File: src/rtl/pipe_pkg.sv
// Shared types and constants for the pipeline sequencing controller.
package pipe_pkg;

    typedef enum logic {RUN = 1'b0, MDU_WAIT = 1'b1} state_t;

    localparam logic [1:0] FWD_RF    = 2'b00;
    localparam logic [1:0] FWD_EXMEM = 2'b10;
    localparam logic [1:0] FWD_MEMWB = 2'b01;

    localparam logic [4:0] REG_ZERO = 5'd0;

    // A writer matches a source only if it really writes a nonzero register.
    function automatic logic writer_match(input logic       regwrite,
                                          input logic [4:0] rd,
                                          input logic [4:0] src);
        return regwrite && (rd != REG_ZERO) && (rd == src);
    endfunction

endpackage

File: src/rtl/fwd_select.sv
// EX-operand forwarding mux select for one source register.
module fwd_select
    import pipe_pkg::*;
(
    input  logic [4:0] src,
    input  logic [4:0] mem_rd,
    input  logic       mem_regwrite,
    input  logic [4:0] wb_rd,
    input  logic       wb_regwrite,
    output logic [1:0] sel
);

    // The MEM writer is younger than the WB writer, so its value wins.
    always_comb begin
        if (writer_match(mem_regwrite, mem_rd, src)) begin
            sel = FWD_EXMEM;
        end else if (writer_match(wb_regwrite, wb_rd, src)) begin
            sel = FWD_MEMWB;
        end else begin
            sel = FWD_RF;
        end
    end

endmodule

File: src/rtl/hazard_sequencer.sv
// Stage enables, flushes, forwarding and MDU handshake for the five-stage core.
// Define HAZARD_FWD_EN to build with EX-operand forwarding (load-use stalls only).
module hazard_sequencer
    import pipe_pkg::*;
#(
    parameter int STALL_CNT_W = 16
) (
    input  logic                   clk,
    input  logic                   rst,
    input  logic [4:0]             id_rs,
    input  logic [4:0]             id_rt,
    input  logic                   id_use_rs,
    input  logic                   id_use_rt,
    input  logic [4:0]             ex_rs,
    input  logic [4:0]             ex_rt,
    input  logic [4:0]             ex_rd,
    input  logic                   ex_regwrite,
    input  logic                   ex_memread,
    input  logic                   ex_branch_taken,
    input  logic                   ex_mdu_op,
    input  logic [4:0]             mem_rd,
    input  logic                   mem_regwrite,
    input  logic [4:0]             wb_rd,
    input  logic                   wb_regwrite,
    input  logic                   mdu_done,
    output logic                   pc_en,
    output logic                   ifid_en,
    output logic                   idex_en,
    output logic                   ifid_flush,
    output logic                   idex_flush,
    output logic                   exmem_flush,
    output logic                   mdu_start,
    output logic [1:0]             fwd_a,
    output logic [1:0]             fwd_b,
    output logic [STALL_CNT_W-1:0] stall_cnt
);

    state_t     state;
    state_t     state_eff;
    state_t     state_next;
    logic       ex_hit;
    logic       id_hazard;
    logic [1:0] sel_a;
    logic [1:0] sel_b;

    fwd_select u_fwd_a (
        .src          (ex_rs),
        .mem_rd       (mem_rd),
        .mem_regwrite (mem_regwrite),
        .wb_rd        (wb_rd),
        .wb_regwrite  (wb_regwrite),
        .sel          (sel_a)
    );

    fwd_select u_fwd_b (
        .src          (ex_rt),
        .mem_rd       (mem_rd),
        .mem_regwrite (mem_regwrite),
        .wb_rd        (wb_rd),
        .wb_regwrite  (wb_regwrite),
        .sel          (sel_b)
    );

    assign ex_hit = (id_use_rs && writer_match(ex_regwrite, ex_rd, id_rs)) ||
                    (id_use_rt && writer_match(ex_regwrite, ex_rd, id_rt));

`ifdef HAZARD_FWD_EN
    assign id_hazard = ex_memread && ex_hit;
    assign fwd_a     = sel_a;
    assign fwd_b     = sel_b;
`else
    logic mem_hit;
    logic unused_fwd;

    // Without bypass paths the consumer waits until the producer is in WB.
    assign mem_hit = (id_use_rs && writer_match(mem_regwrite, mem_rd, id_rs)) ||
                     (id_use_rt && writer_match(mem_regwrite, mem_rd, id_rt));
    assign id_hazard  = ex_hit || mem_hit;
    assign fwd_a      = FWD_RF;
    assign fwd_b      = FWD_RF;
    assign unused_fwd = ^{sel_a, sel_b, ex_memread};
`endif

    // Reset makes the outputs look like RUN without waiting for the edge.
    assign state_eff = rst ? RUN : state;

    // NOTE: every output gets a default first so no path infers a latch.
    always_comb begin
        pc_en       = 1'b1;
        ifid_en     = 1'b1;
        idex_en     = 1'b1;
        ifid_flush  = 1'b0;
        idex_flush  = 1'b0;
        exmem_flush = 1'b0;
        mdu_start   = 1'b0;
        state_next  = state_eff;
        case (state_eff)
            RUN: begin
                if (ex_branch_taken) begin
                    ifid_flush = 1'b1;
                    idex_flush = 1'b1;
                end else if (ex_mdu_op) begin
                    pc_en       = 1'b0;
                    ifid_en     = 1'b0;
                    idex_en     = 1'b0;
                    exmem_flush = 1'b1;
                    mdu_start   = !rst;
                    state_next  = MDU_WAIT;
                end else if (id_hazard) begin
                    pc_en      = 1'b0;
                    ifid_en    = 1'b0;
                    idex_flush = 1'b1;
                end
            end
            MDU_WAIT: begin
                exmem_flush = 1'b1;
                if (mdu_done) begin
                    state_next = RUN;
                end else begin
                    pc_en   = 1'b0;
                    ifid_en = 1'b0;
                    idex_en = 1'b0;
                end
            end
            default: state_next = RUN;
        endcase
    end

    // NOTE: state registers use non-blocking assignments so every flop samples pre-edge values.
    always_ff @(posedge clk) begin
        if (rst) begin
            state     <= RUN;
            stall_cnt <= '0;
        end else begin
            state <= state_next;
            if (!pc_en && stall_cnt != '1) begin
                stall_cnt <= stall_cnt + STALL_CNT_W'(1);
            end
        end
    end

endmodule

File: config.mk
export PLATFORM = sky130hd
export DESIGN_NAME = hazard_sequencer
export DESIGN_NICKNAME = d
export VERILOG_FILES = /design/src/rtl/pipe_pkg.sv /design/src/rtl/fwd_select.sv /design/src/rtl/hazard_sequencer.sv
export SDC_FILE = /design/constraint.sdc
export NUM_CORES = 1
export LEC_CHECK = 0
export ABC_AREA = 1
export BUFFER_PORTS_ARGS = -buffer_cell sky130_fd_sc_hd__buf_4
export CAP_MARGIN = 20
export CORE_MARGIN = 2
export CORE_UTILIZATION = 35
export DETAILED_ROUTE_END_ITERATION = 10
export HOLD_SLACK_MARGIN = 0.08
export PLACE_DENSITY = 0.71
export SYNTH_ARGS = -nofsm -noshare
export SYNTH_HDL_FRONTEND = slang
export SYNTH_SLANG_ARGS = --single-unit
File: constraint.sdc
create_clock -name clk -period 3 [get_ports clk]
set_input_delay 0.6 -clock clk [delete_from_list [all_inputs] [get_ports clk]]
set_output_delay 0.6 -clock clk [all_outputs]
set_load 0.1 [all_outputs]
==> flow_metrics.py <==
metrics = {
    "clocking": {
        "ctsRootBufferMaster": "clkbuf_8",
        "cts_tree": "built",
        "numClockSinks": 17,
        "cts_inserted_buffers": 3,
        "clk_pin_slew_worst_paths_ns": 0.06,
        "insertion_delay_ns": 0.25,
        "clock_path_buffers": 2,
        "post_cts_resized": 0,
        "holdBufCountCts": 0,
        "cts_setup_buffers": 0,
        "cts_max_level": 1,
    },
    "worst_setup_path": {
        "required_ns": 2.40,
        "r2r_cells": 8,
        "endpoint": "ifid_en",
        "rr_startpoint": "stall_cnt[0]",
        "arrival_ns": 1.90,
        "worstPathMaxFanout": 16,
        "path_cells": "buf_4, inv_2, nand2_1, inv_2, nand2_1, nand2_1, inv_1, nand2_1, nand2_1, clkinvlp_4, buf_4",
        "cp_slowest_stage_delay_ns": 0.24,
        "startpoint": "rst",
        "path_class": "input port to output port",
        "rrSetupSlack_ns": 0.61,
        "critPathMostFrequentCell": "nand2_1",
        "cp-end-kind": "output port",
        "start_kind": "input port",
        "crit_slowest_cell": "buf_4",
        "rr_endpoint": "stall_cnt[5]",
    },
    "timing": {
        "rsz0062_at_grt": "false",
        "drv_slew": 0,
        "fin_crit_ns": 2.50,
        "tightest_slew_ns": 0.632,
        "fin_ws_ns": 0.498,
        "hold_violations": 0,
        "fmax_mhz": 400,
        "setup_violations": 0,
        "slew_headroom": 0.578,
        "skew_ns": 0.00294,
        "fin_crit_sh": 0.834,
    },
    "final_layout": {
        "area_growth_pct": 29.2,
        "final_nets": 358,
        "drive_gt1_frac": 0.242,
        "fin_area_sq_um": 1960,
        "seq_area_sq_um": 340,
        "antenna_cells": 0,
        "n_fill_cell": 439,
        "multiInputGateArea_sq_um": 983,
    },
    "floorplan": {
        "fp.coreArea_sq_um": 4090,
        "die_h_microns": 69.9,
        "ios": 73,
        "initial_core_util": 0.371,
        "dieArea_sq_um": 4880,
        "rows": 23,
        "die-width_microns": 69.9,
    },
    "drt": {
        "wirelength_microns": 3620,
        "wl_per_cell_microns": 10.0,
        "drt-pass1-iter-count": 4,
        "drt_iter0_markers": 108,
        "remaining_drc_errors": 0,
        "ant_nets": 0,
        "vias": 1653,
        "avgViaCountPerCell": 4.59,
    },
    "synth": {
        "synthCells": 263,
        "post_synth.cell_area_avg_sq_um": 5.77,
        "synth_warnings": 0,
        "ys_ff_latch": 17,
        "syn-cell-area_sq_um": 1520,
        "ys_types": 26,
        "seq_area_frac_synth": 0.224,
    },
    "grt": {
        "grt.busiest_layer": "met2",
        "antenna_found_initial": 0,
        "track_usage": 0.155,
        "grt_max_degree": 21,
        "grt_pass1_wl_microns": 6410,
        "grt_remaining_overflow": 0,
        "use_met2": 0.267,
        "grt_use_met1": 0.204,
        "grt_pass1_vias": 1488,
        "grt_use_met3": 0.0346,
    },
    "place": {
        "post_dp_cell_area_sq_um": 1920,
        "post-dp-hpwl_microns": 2910,
        "gp_congestion": 0.829,
        "io_buffer_count": 51,
        "place_ws_ns": 0.499,
    },
    "power_and_ir_drop": {
        "total_power_mw": 0.628,
        "p_per_area_nw_per_um2": 320,
        "peakVddDrop_mv": 0.148,
        "p_sw_frac": 0.387,
        "clkPwrFrac": 0.270,
        "combPwrFrac": 0.359,
        "seqPwrFrac": 0.371,
        "internal-power_mw": 0.385,
        "cellLeakagePower_nw": 0.986,
        "p_switching_mw": 0.243,
    },
    "status": {
        "run_status": "finished clean",
    },
    "hold_path": {
        "hp-class": "register to register",
    },
    "flow_run": {
        "drv_cap": 0,
    },
}
state kept, by name, summed over array words and instances (netlist names):
signal	count
state	1
stall_cnt	16
kinds of logic after synthesis:
kind of cell | share of synthesized area
xor gates and xnor gates | 0.0692
adders and majority gates | 0.00824
buffers and inverters | 0.148
AOI/OAI and AO/OA | 0.0956
and+or+nand+nor | 0.452
other | 0.00247
DFF | 0.224
cell usage in the layout, fill, tap and decap left out, drive strengths merged:
cell      instances
a21oi            16
buf              52
clkbuf            4
clkinvlp          1
conb              4
dfxtp            17
ha                1
inv              35
nand2            96
nand3            25
nand3b            2
nand4             4
nor2             31
nor3              3
nor3b             1
o21ai             4
o21bai            1
or3               1
xnor2             2
xor2             10
power by group through the flow:
stage | Combinational (mW) | Clock (mW) | Sequential (mW)
after floorplan | 0.155 | 0 | 0.254
final | 0.226 | 0.169 | 0.233
after global routing | 0.243 | 0.180 | 0.234
after CTS | 0.226 | 0.173 | 0.233
after detailed placement | 0.226 | 0 | 0.238
after global placement | 0.224 | 0 | 0.238
Yosys cell counts:
| library cell | instances | share of area |
|---|---|---|
| a21oi_1 | 6 | 0.020 |
| a21oi_2 | 10 | 0.058 |
| buf_4 | 5 | 0.025 |
| buf_6 | 2 | 0.015 |
| buf_8 | 1 | 0.0099 |
| clkbuf_1 | 4 | 0.0099 |
| conb_1 | 1 | 0.0025 |
| dfxtp_1 | 17 | 0.22 |
| ha_1 | 1 | 0.0082 |
| inv_1 | 33 | 0.082 |
| inv_2 | 3 | 0.0074 |
| nand2_1 | 94 | 0.23 |
| nand2_2 | 1 | 0.0041 |
| nand2_4 | 1 | 0.0074 |
| nand3_1 | 25 | 0.082 |
| nand3b_1 | 2 | 0.0099 |
| nand4_1 | 4 | 0.016 |
| nor2_1 | 31 | 0.077 |
| nor3_1 | 3 | 0.0099 |
| nor3b_2 | 1 | 0.0082 |
| o21ai_0 | 2 | 0.0066 |
| o21ai_1 | 2 | 0.0066 |
| o21bai_1 | 1 | 0.0049 |
| or3_1 | 1 | 0.0041 |
| xnor2_1 | 2 | 0.012 |
| xor2_1 | 10 | 0.058 |
per-layer routing:
layer	up-vias	part of all wire	routed length, microns
met5	-	0	0
met2	51	0.45	1620
li1	895	-	-
met1	705	0.49	1760
met4	0	0.0058	21
met3	2	0.059	214
metrics by stage:
step | setup TNS, ns | std cells | hold WS (ns) | util
floorplan | -0.357 | 266 | 0.903 | -
global placement | 0 | 356 | 0.492 | 0.469
detailed placement | 0 | 356 | 0.500 | 0.469
CTS | 0 | 360 | 0.513 | 0.480
global route | 0 | 360 | 0.534 | 0.480
finish | 0 | 360 | 0.510 | 0.480
cell type report:
cell class,instances,share of cell area
Clock buffer,4,0.0230
Inverter,36,0.0708
Multi-Input combinational cell,201,0.502
Sequential cell,17,0.174
Tap cell,50,0.0319
Timing Repair Buffer,52,0.199
critical path: cells and delay by family:
family                 cells  cell delay [ns]
buffers and inverters      6             0.79
and+or+nand+nor            5             0.52
how the worst min path moves through the flow:
| stage | start | end | slack [ns] | cells after the start |
|---|---|---|---|---|
| CTS | stall_cnt[3] | stall_cnt[3] | 0.51 | 2 |
| floorplan | rst | stall_cnt[2] | 0.90 | 2 |
| global placement | stall_cnt[13] | stall_cnt[13] | 0.49 | 2 |
| finish | stall_cnt[13] | stall_cnt[13] | 0.51 | 2 |
| global route | stall_cnt[3] | stall_cnt[3] | 0.53 | 2 |
| detailed placement | stall_cnt[4] | stall_cnt[4] | 0.50 | 2 |
Power figures use the tool's default switching activity.
